File: config.mk
export PLATFORM = sky130hd
export DESIGN_NAME = tick_monitor_flat
export DESIGN_NICKNAME = d
export VERILOG_FILES = /design/src/rtl/tick_monitor_if.sv /design/src/rtl/tick_monitor.sv /design/src/flat_wrapper.sv
export SDC_FILE = /design/constraint.sdc
export NUM_CORES = 1
export LEC_CHECK = 0
export BUFFER_PORTS_ARGS = -buffer_cell sky130_fd_sc_hd__buf_4
export CORE_UTILIZATION = 45
export CTS_BUF_LIST = sky130_fd_sc_hd__clkbuf_4 sky130_fd_sc_hd__clkbuf_8 sky130_fd_sc_hd__clkbuf_16
export DETAILED_ROUTE_END_ITERATION = 10
export PLACE_DENSITY = 0.79
export SLEW_MARGIN = 20
export SYNTH_ARGS = -nofsm -noshare
export SYNTH_HDL_FRONTEND = slang
export SYNTH_SLANG_ARGS = --single-unit
File: constraint.sdc
create_clock -name clk_1ms -period 2 [get_ports clk_1ms]
set_clock_uncertainty 0.2 [all_clocks]
set_input_delay 0.2 -clock clk_1ms [delete_from_list [all_inputs] [get_ports clk_1ms]]
set_output_delay 0.2 -clock clk_1ms [all_outputs]
set_load 0.02 [all_outputs]
File: src/rtl/tick_monitor_if.sv
// Tick-monitor signal bundle: tick input, measurement results and FSM debug state.
// Optional min/max period outputs exist only when TICK_MONITOR_STATS_EN is defined.
interface tick_monitor_if;
  logic        tick_in;
  logic [9:0]  period;
  logic        period_valid;
  logic        locked;
  logic        early_err;
  logic        late_err;
  logic [15:0] tick_count;
  // FSM debug state: 0 = IDLE, 1 = SEARCH, 2 = TRACK.
  logic [1:0]  fsm_state;
`ifdef TICK_MONITOR_STATS_EN
  logic [9:0]  min_period;
  logic [9:0]  max_period;

  modport master (
    output tick_in,
    input  period, period_valid, locked, early_err, late_err, tick_count, fsm_state,
    input  min_period, max_period
  );
  modport slave (
    input  tick_in,
    output period, period_valid, locked, early_err, late_err, tick_count, fsm_state,
    output min_period, max_period
  );
`else
  modport master (
    output tick_in,
    input  period, period_valid, locked, early_err, late_err, tick_count, fsm_state
  );
  modport slave (
    input  tick_in,
    output period, period_valid, locked, early_err, late_err, tick_count, fsm_state
  );
`endif
endinterface

File: src/rtl/tick_monitor.sv
// Measures edge-to-edge intervals of a tick train, flags early/late ticks and tracks lock.
// Define TICK_MONITOR_STATS_EN to add running min_period/max_period outputs.
module tick_monitor #(
  parameter int EXP_PERIOD = 151,
  parameter int TOL        = 2,
  parameter int LOCK_CNT   = 3
) (
  input  logic          clk_1ms,
  input  logic          reset_n,
  tick_monitor_if.slave bus
);
  localparam logic [9:0] LO_LIM  = 10'(EXP_PERIOD - TOL);
  localparam logic [9:0] HI_LIM  = 10'(EXP_PERIOD + TOL);
  localparam logic [9:0] TIMEOUT = 10'(EXP_PERIOD + TOL + 1);
  localparam logic [3:0] LOCK    = 4'(LOCK_CNT);

  typedef enum logic [1:0] {IDLE = 2'd0, SEARCH = 2'd1, TRACK = 2'd2} state_t;

  state_t      state;
  logic        tick_d;
  logic        tick_edge;
  logic [9:0]  cnt;
  logic [9:0]  period_q;
  logic [2:0]  good_cnt;
  logic        period_valid_q;
  logic        locked_q;
  logic        early_q;
  logic        late_q;
  logic [15:0] tick_count_q;

  assign tick_edge = bus.tick_in & ~tick_d;

  // period_valid is a one-cycle strobe with no ready: period is captured with
  // the strobe and holds until the next strobe; there is no back-pressure.
  always_ff @(posedge clk_1ms or negedge reset_n) begin
    if (!reset_n) begin
      state          <= IDLE;
      tick_d         <= 1'b0;
      cnt            <= '0;
      period_q       <= '0;
      good_cnt       <= '0;
      period_valid_q <= 1'b0;
      locked_q       <= 1'b0;
      early_q        <= 1'b0;
      late_q         <= 1'b0;
      tick_count_q   <= '0;
    end else begin
      tick_d         <= bus.tick_in;
      period_valid_q <= 1'b0;
      early_q        <= 1'b0;
      late_q         <= 1'b0;

      if (tick_edge) begin
        cnt          <= 10'd1;
        tick_count_q <= tick_count_q + 16'd1;
      end else if (cnt != 10'h3FF) begin
        cnt <= cnt + 10'd1;
      end

      case (state)
        IDLE, SEARCH: begin
          if (tick_edge) state <= TRACK;
        end
        TRACK: begin
          // An edge on the timeout cycle wins: it is reported as a late period.
          if (tick_edge) begin
            period_q       <= cnt;
            period_valid_q <= 1'b1;
            if (cnt < LO_LIM) begin
              early_q  <= 1'b1;
              good_cnt <= '0;
              locked_q <= 1'b0;
            end else if (cnt > HI_LIM) begin
              late_q   <= 1'b1;
              good_cnt <= '0;
              locked_q <= 1'b0;
            end else begin
              if ({1'b0, good_cnt} < LOCK) good_cnt <= good_cnt + 3'd1;
              if (({1'b0, good_cnt} + 4'd1) >= LOCK) locked_q <= 1'b1;
            end
          end else if (cnt == TIMEOUT) begin
            late_q   <= 1'b1;
            good_cnt <= '0;
            locked_q <= 1'b0;
            state    <= SEARCH;
          end
        end
        default: state <= IDLE;
      endcase
    end
  end

  assign bus.period       = period_q;
  assign bus.period_valid = period_valid_q;
  assign bus.locked       = locked_q;
  assign bus.early_err    = early_q;
  assign bus.late_err     = late_q;
  assign bus.tick_count   = tick_count_q;
  assign bus.fsm_state    = state;

`ifdef TICK_MONITOR_STATS_EN
  logic [9:0] min_q;
  logic [9:0] max_q;

  // Updated on the same clock that raises period_valid.
  always_ff @(posedge clk_1ms or negedge reset_n) begin
    if (!reset_n) begin
      min_q <= 10'h3FF;
      max_q <= '0;
    end else if (state == TRACK && tick_edge) begin
      if (cnt < min_q) min_q <= cnt;
      if (cnt > max_q) max_q <= cnt;
    end
  end

  assign bus.min_period = min_q;
  assign bus.max_period = max_q;
`endif
endmodule

File: src/flat_wrapper.sv
// flat-port wrapper written by rule: the top's interface ports become plain ports
module tick_monitor_flat 
#(
  parameter int EXP_PERIOD = 151,
  parameter int TOL        = 2,
  parameter int LOCK_CNT   = 3
)
  (clk_1ms, reset_n, bus_tick_in, bus_period, bus_period_valid, bus_locked, bus_early_err, bus_late_err, bus_tick_count, bus_fsm_state);
  tick_monitor_if bus_i ();
  input  logic clk_1ms;
  input  logic reset_n;
  input wire logic [$bits(bus_i.tick_in)-1:0] bus_tick_in;
  output wire logic [$bits(bus_i.period)-1:0] bus_period;
  output wire logic [$bits(bus_i.period_valid)-1:0] bus_period_valid;
  output wire logic [$bits(bus_i.locked)-1:0] bus_locked;
  output wire logic [$bits(bus_i.early_err)-1:0] bus_early_err;
  output wire logic [$bits(bus_i.late_err)-1:0] bus_late_err;
  output wire logic [$bits(bus_i.tick_count)-1:0] bus_tick_count;
  output wire logic [$bits(bus_i.fsm_state)-1:0] bus_fsm_state;
  assign bus_i.tick_in = bus_tick_in;
  assign bus_period = bus_i.period;
  assign bus_period_valid = bus_i.period_valid;
  assign bus_locked = bus_i.locked;
  assign bus_early_err = bus_i.early_err;
  assign bus_late_err = bus_i.late_err;
  assign bus_tick_count = bus_i.tick_count;
  assign bus_fsm_state = bus_i.fsm_state;
  tick_monitor #(.EXP_PERIOD(EXP_PERIOD), .TOL(TOL), .LOCK_CNT(LOCK_CNT)) u_core (.clk_1ms(clk_1ms), .reset_n(reset_n), .bus(bus_i));
endmodule
## Word-level counts from Yosys, hierarchy flattened

Index checks and enable logic that the tools add are counted.

| word-level totals | value |
|---|---|
| flip-flop bits (word level) | 46 |
| input bits | 3 |
| output and inout bits | 32 |

| cells by class | value |
|---|---|
| add/sub/neg operators | 4 |
| magnitude comparators | 4 |
| eq/ne operators | 9 |
| muxes and demuxes | 26 |
| bitwise gates (word level) | 2 |
| reduce and logical (&&, ||, !) cells | 8 |

Operators with widths:

| kind | count |
|---|---|
| $mux W10 | 2 |
| $add A16 B1 Y16 const B | 1 |
| $mux W1 | 15 |
| $mux W3 | 5 |
| $add A10 B1 Y10 const B | 1 |
| $eq A10 B8 Y1 const B | 1 |
| $gt A10 B8 Y1 const B | 1 |
| $lt A10 B8 Y1 const B | 1 |
| $ne A10 B10 Y1 const B | 1 |
| $reduce_and A3 Y1 | 3 |
| $ne A4 B4 Y1 const B | 2 |
| $mux W2 | 3 |
| $add A3 B1 Y4 const B | 1 |
| $ge A4 B2 Y1 const B | 1 |
| $ne A2 B1 Y1 const B | 2 |
| $pmux W2 S2 | 1 |
| $reduce_bool A2 Y1 | 2 |
| $add A3 B1 Y3 const B | 1 |
| $lt A3 B2 Y1 const B | 1 |
| $eq A2 B1 Y1 const B | 1 |
| $eq A2 B2 Y1 const B | 1 |
| $logic_not A2 Y1 | 1 |
| $ne A2 B2 Y1 const B | 1 |
| $reduce_and A2 Y1 | 1 |
| 3 further kinds | 3 |

## Longest topological paths before layout

| logic depth | value |
|---|---|
| depth in word-level cells | 6 |
| gate-level depth with buffers | 7 |
| mapped depth without buffers | 6 |

## Worst setup path after synthesis

No wires, ideal clock.

| timing | value |
|---|---|
| kind | register to register |
| start point | register u_core.cnt[0] |
| end point | register u_core.cnt[5] |
| library setup time | 0.078 ns |
| arrival time | 1.743 ns |
| slack | -0.021 ns |
| cell stages (with the launch flop) | 8 |
| buffers on the path | 2 |
| period minus slack after synthesis | 2.021 ns |
| cells stage by stage | dfrtp_1 ha_1 buf_4 and2_0 and4_4 buf_6 or4_1 a21oi_1 |

| between the ends | value |
|---|---|
| longest elaborated chain between the ends | 3 |
| elaborated cells between the ends (all ways) | 5 |
| classes of those cells | add/sub (1); eq/ne (1); mux (2); reduce/logical (1) |

Ends and longest elaborated chain:

| what | RTL line | source |
|---|---|---|
| start: declaration | tick_monitor.sv:22 | `logic [9:0] cnt;` |
| start signal: assignment | tick_monitor.sv:57 | `cnt <= cnt + 10'd1;` |
| $add A10 B1 Y10 | tick_monitor.sv:57 |  |
| $mux W10 | tick_monitor.sv:56 | `end else if (cnt != 10'h3FF) begin` |
| $mux W10 | tick_monitor.sv:53 | `if (tick_edge) begin` |

Several ways; a longest one is shown, not always the timed one. The select of a mux whose other input is x is not followed.
A chain may end at the register's enable or synchronous reset.

## Worst setup path after layout

Ends and elaborated chain as after synthesis.

==> out/metrics.cfg <==
[placement]
port_buffers=34
hpwl_mm=3.14
place_inst=302
post-place-ws_ps=39.9
gp_congestion=0.787

[sta]
period_minus_slack_ps=1890
fin_crit_sh_pct=94.6
holdWs_ps=223
rsz0062_at_grt=false
slew_viol_final=0
tightestPinTransition_ps=571
fmax_ghz=0.529
relSlewSlack_pct=61.9
hold_viol_final=0
setup_violations=0
setup_ws_ps=109
setup_tns_ps=0

[yosys]
synth_flop_cell=dfrtp_1
synthSimpleGateAreaFrac_pct=18.0
synth_seq_cells=46
synth_xor_area_share_pct=6.58
synthMuxAreaShare_pct=5.42
synth_top_family_by_area=simple AND/OR/NAND/NOR gates
synth_compound_area_share_pct=10.3
yosysUniqueCellTypes=51
syn_avg_cell_area_um2=11.3
synth-warning-count=0
syn-num-nets=210
synth_edf_count=0
synthAdderAreaFrac_pct=3.87
async_flop_share_pct=100
synth.cell_area_um2=2260
syn-instance-count=200
yosysSeqAreaShare_pct=50.9

[finish]
area_delta_synth_final_pct=21.6
drive_gt1_share_pct=32.8
finalNonFillerCells=314
nFillCells=417
fin_nets=256
antenna_cells=0

[outcome]
status=finished clean

[critical_path]
ff2ff_path_depth=5
end_kind=flop
reg2reg_to=u_core.cnt[5]
crit_start=u_core.cnt[0]
worstPathRequired_ps=2030
start_kind=flop
rrSetupSlack_ps=110
r2r-start=u_core.cnt[0]
arrival_ps=1920
critical_path_class=flop to flop
worst-path-max-fanout=8

[clocking]
cts_buffer_depth=2
cts_buffers=5
cts_tree=yes
insertion_delay_ps=300
clockRootBuffer=clkbuf_8
cts_sinks=46
htree_levels=2
clk_pin_slew_worst_paths_ps=80

[global_route]
grt_pass1_vias=1594
antenna_found_initial=0
grt-ovfl-total=0
grt_pass1_wl_mm=7.47
grt_use_total_pct=18.5
grt_max_degree=47

[hold_path]
hold_class=input port to async pin

[route]
drt-total-wl_mm=4.35
viasPerCell=5.30
drc=0
drt-pass1-iter-count=4
antenna_left=0
drt_iter0_markers=103
vias=1663
wire_per_inst_um=13.9

[floorplan]
io-pin-count=35
dieArea_um2=5310
initial_core_util_pct=47.3
die_y_um=72.9
core_area_um2=4790
rows=25
dieWidth_um=72.9

[power_and_ir_drop]
vdd_drop_max_v=0.000592
p_per_area_nw_per_um2=906
power_leakage_nw=1.31

[job]
timing.max_cap.violations=0

cell usage in the layout (no fill, tap or decap), types with 5 or more instances in the layout:
master	count
o21ai_0	7
nor2_1	8
buf_4	48
a21oi_1	7
xnor2_1	13
nand3_1	6
dfrtp_1	45
ha_1	5
nor3_1	6
clkbuf_8	6
nand2_1	16
nand4_1	5
mux2_2	10
state kept, by name, summed over array words and instances (netlist names), 2 cells and up:
register,flops
u_core.bus.fsm_state,2
u_core.bus.period,10
u_core.bus.tick_count,16
u_core.cnt,10
u_core.good_cnt,3
worst max-delay path by stage:
stage | endpoint | slack, ps | cells past startpoint
CTS | u_core.good_cnt[2] | 20 | 6
detailed placement | u_core.bus.locked | 40 | 6
global placement | u_core.good_cnt[0] | 110 | 7
global route | u_core.good_cnt[1] | 10 | 6
finish | u_core.cnt[5] | 110 | 5
floorplan | u_core.cnt[5] | 10 | 7
what timing repair did:
item	4_1_cts	5_1_grt
resized for setup	0	6
hold buffers	2	0
setup endpoints to repair	0	5
endpoints found under the hold margin	47	0
setup buffers	0	2
through the flow:
step | instance area, um2 | total power [mW] | util [%]
CTS | 2720 | 2.48 | 56.7
detailed placement | 2600 | 1.87 | 54.2
global placement | 2600 | 1.85 | 54.2
global route | 2750 | 2.65 | 57.5
finish | 2750 | 2.49 | 57.5
floorplan | 2260 | 1.61 | -
power by group:
group          total, mW  leakage (nW)  internal [mW]  switching (mW)
logic              0.678         0.651          0.323           0.355
clock network      0.610        0.0523          0.299           0.311
registers           1.21         0.608           1.06           0.144
cell families after synthesis:
logic type                 after synthesis
AOI/OAI and AO/OA                       33
xor gates and xnor gates                17
adders and majority gates                7
buffers and inverters                   15
DFF                                     46
muxes                                   11
and+or+nand+nor                         71
final cells by class:
class                      instances  area, um2  share of cell area, %
sequential                        46       1150                   41.9
multi-input combinational        139       1020                   37.1
timing repair buffer              50        380                   13.8
clock buffer                       7       90.1                   3.27
tap                               67       83.8                   3.05
inverter                           4       15.0                  0.546
clock inverter                     1       8.76                  0.318
synthesized netlist by cell type (3+ instances only):
| cell | count | area (um2) |
|---|---|---|
| nand4_1 | 5 | 31.3 |
| dfrtp_1 | 46 | 1150 |
| buf_6 | 5 | 56.3 |
| mux2_2 | 10 | 113 |
| o21ai_0 | 7 | 35.0 |
| nand2b_1 | 3 | 18.8 |
| inv_1 | 4 | 15.0 |
| nor2b_1 | 3 | 18.8 |
| nor2_1 | 8 | 30.0 |
| nand2_1 | 16 | 60.1 |
| and2_1 | 3 | 18.8 |
| xnor2_1 | 13 | 114 |
| a31oi_1 | 4 | 25.0 |
| ha_1 | 7 | 87.6 |
| nand3_1 | 6 | 30.0 |
| or3_1 | 3 | 18.8 |
| a21oi_1 | 7 | 35.0 |
| xor2_1 | 4 | 35.0 |
| nor3_1 | 6 | 30.0 |
per-layer routing:
layer | wire length, um | GRT usage [%]
met5 | 0 | 0
met4 | 51 | 5.88
met3 | 172 | 4.14
met2 | 2060 | 29.2
met1 | 2070 | 25.4
worst max-delay path: stages (launching register included):
cell and delay [ps]:
dfrtp_1 440, ha_2 220, and2_0 130, and4_4 230, or4_1 460, a21oi_1 150
Note: power is estimated with default switching activity, not from simulation.
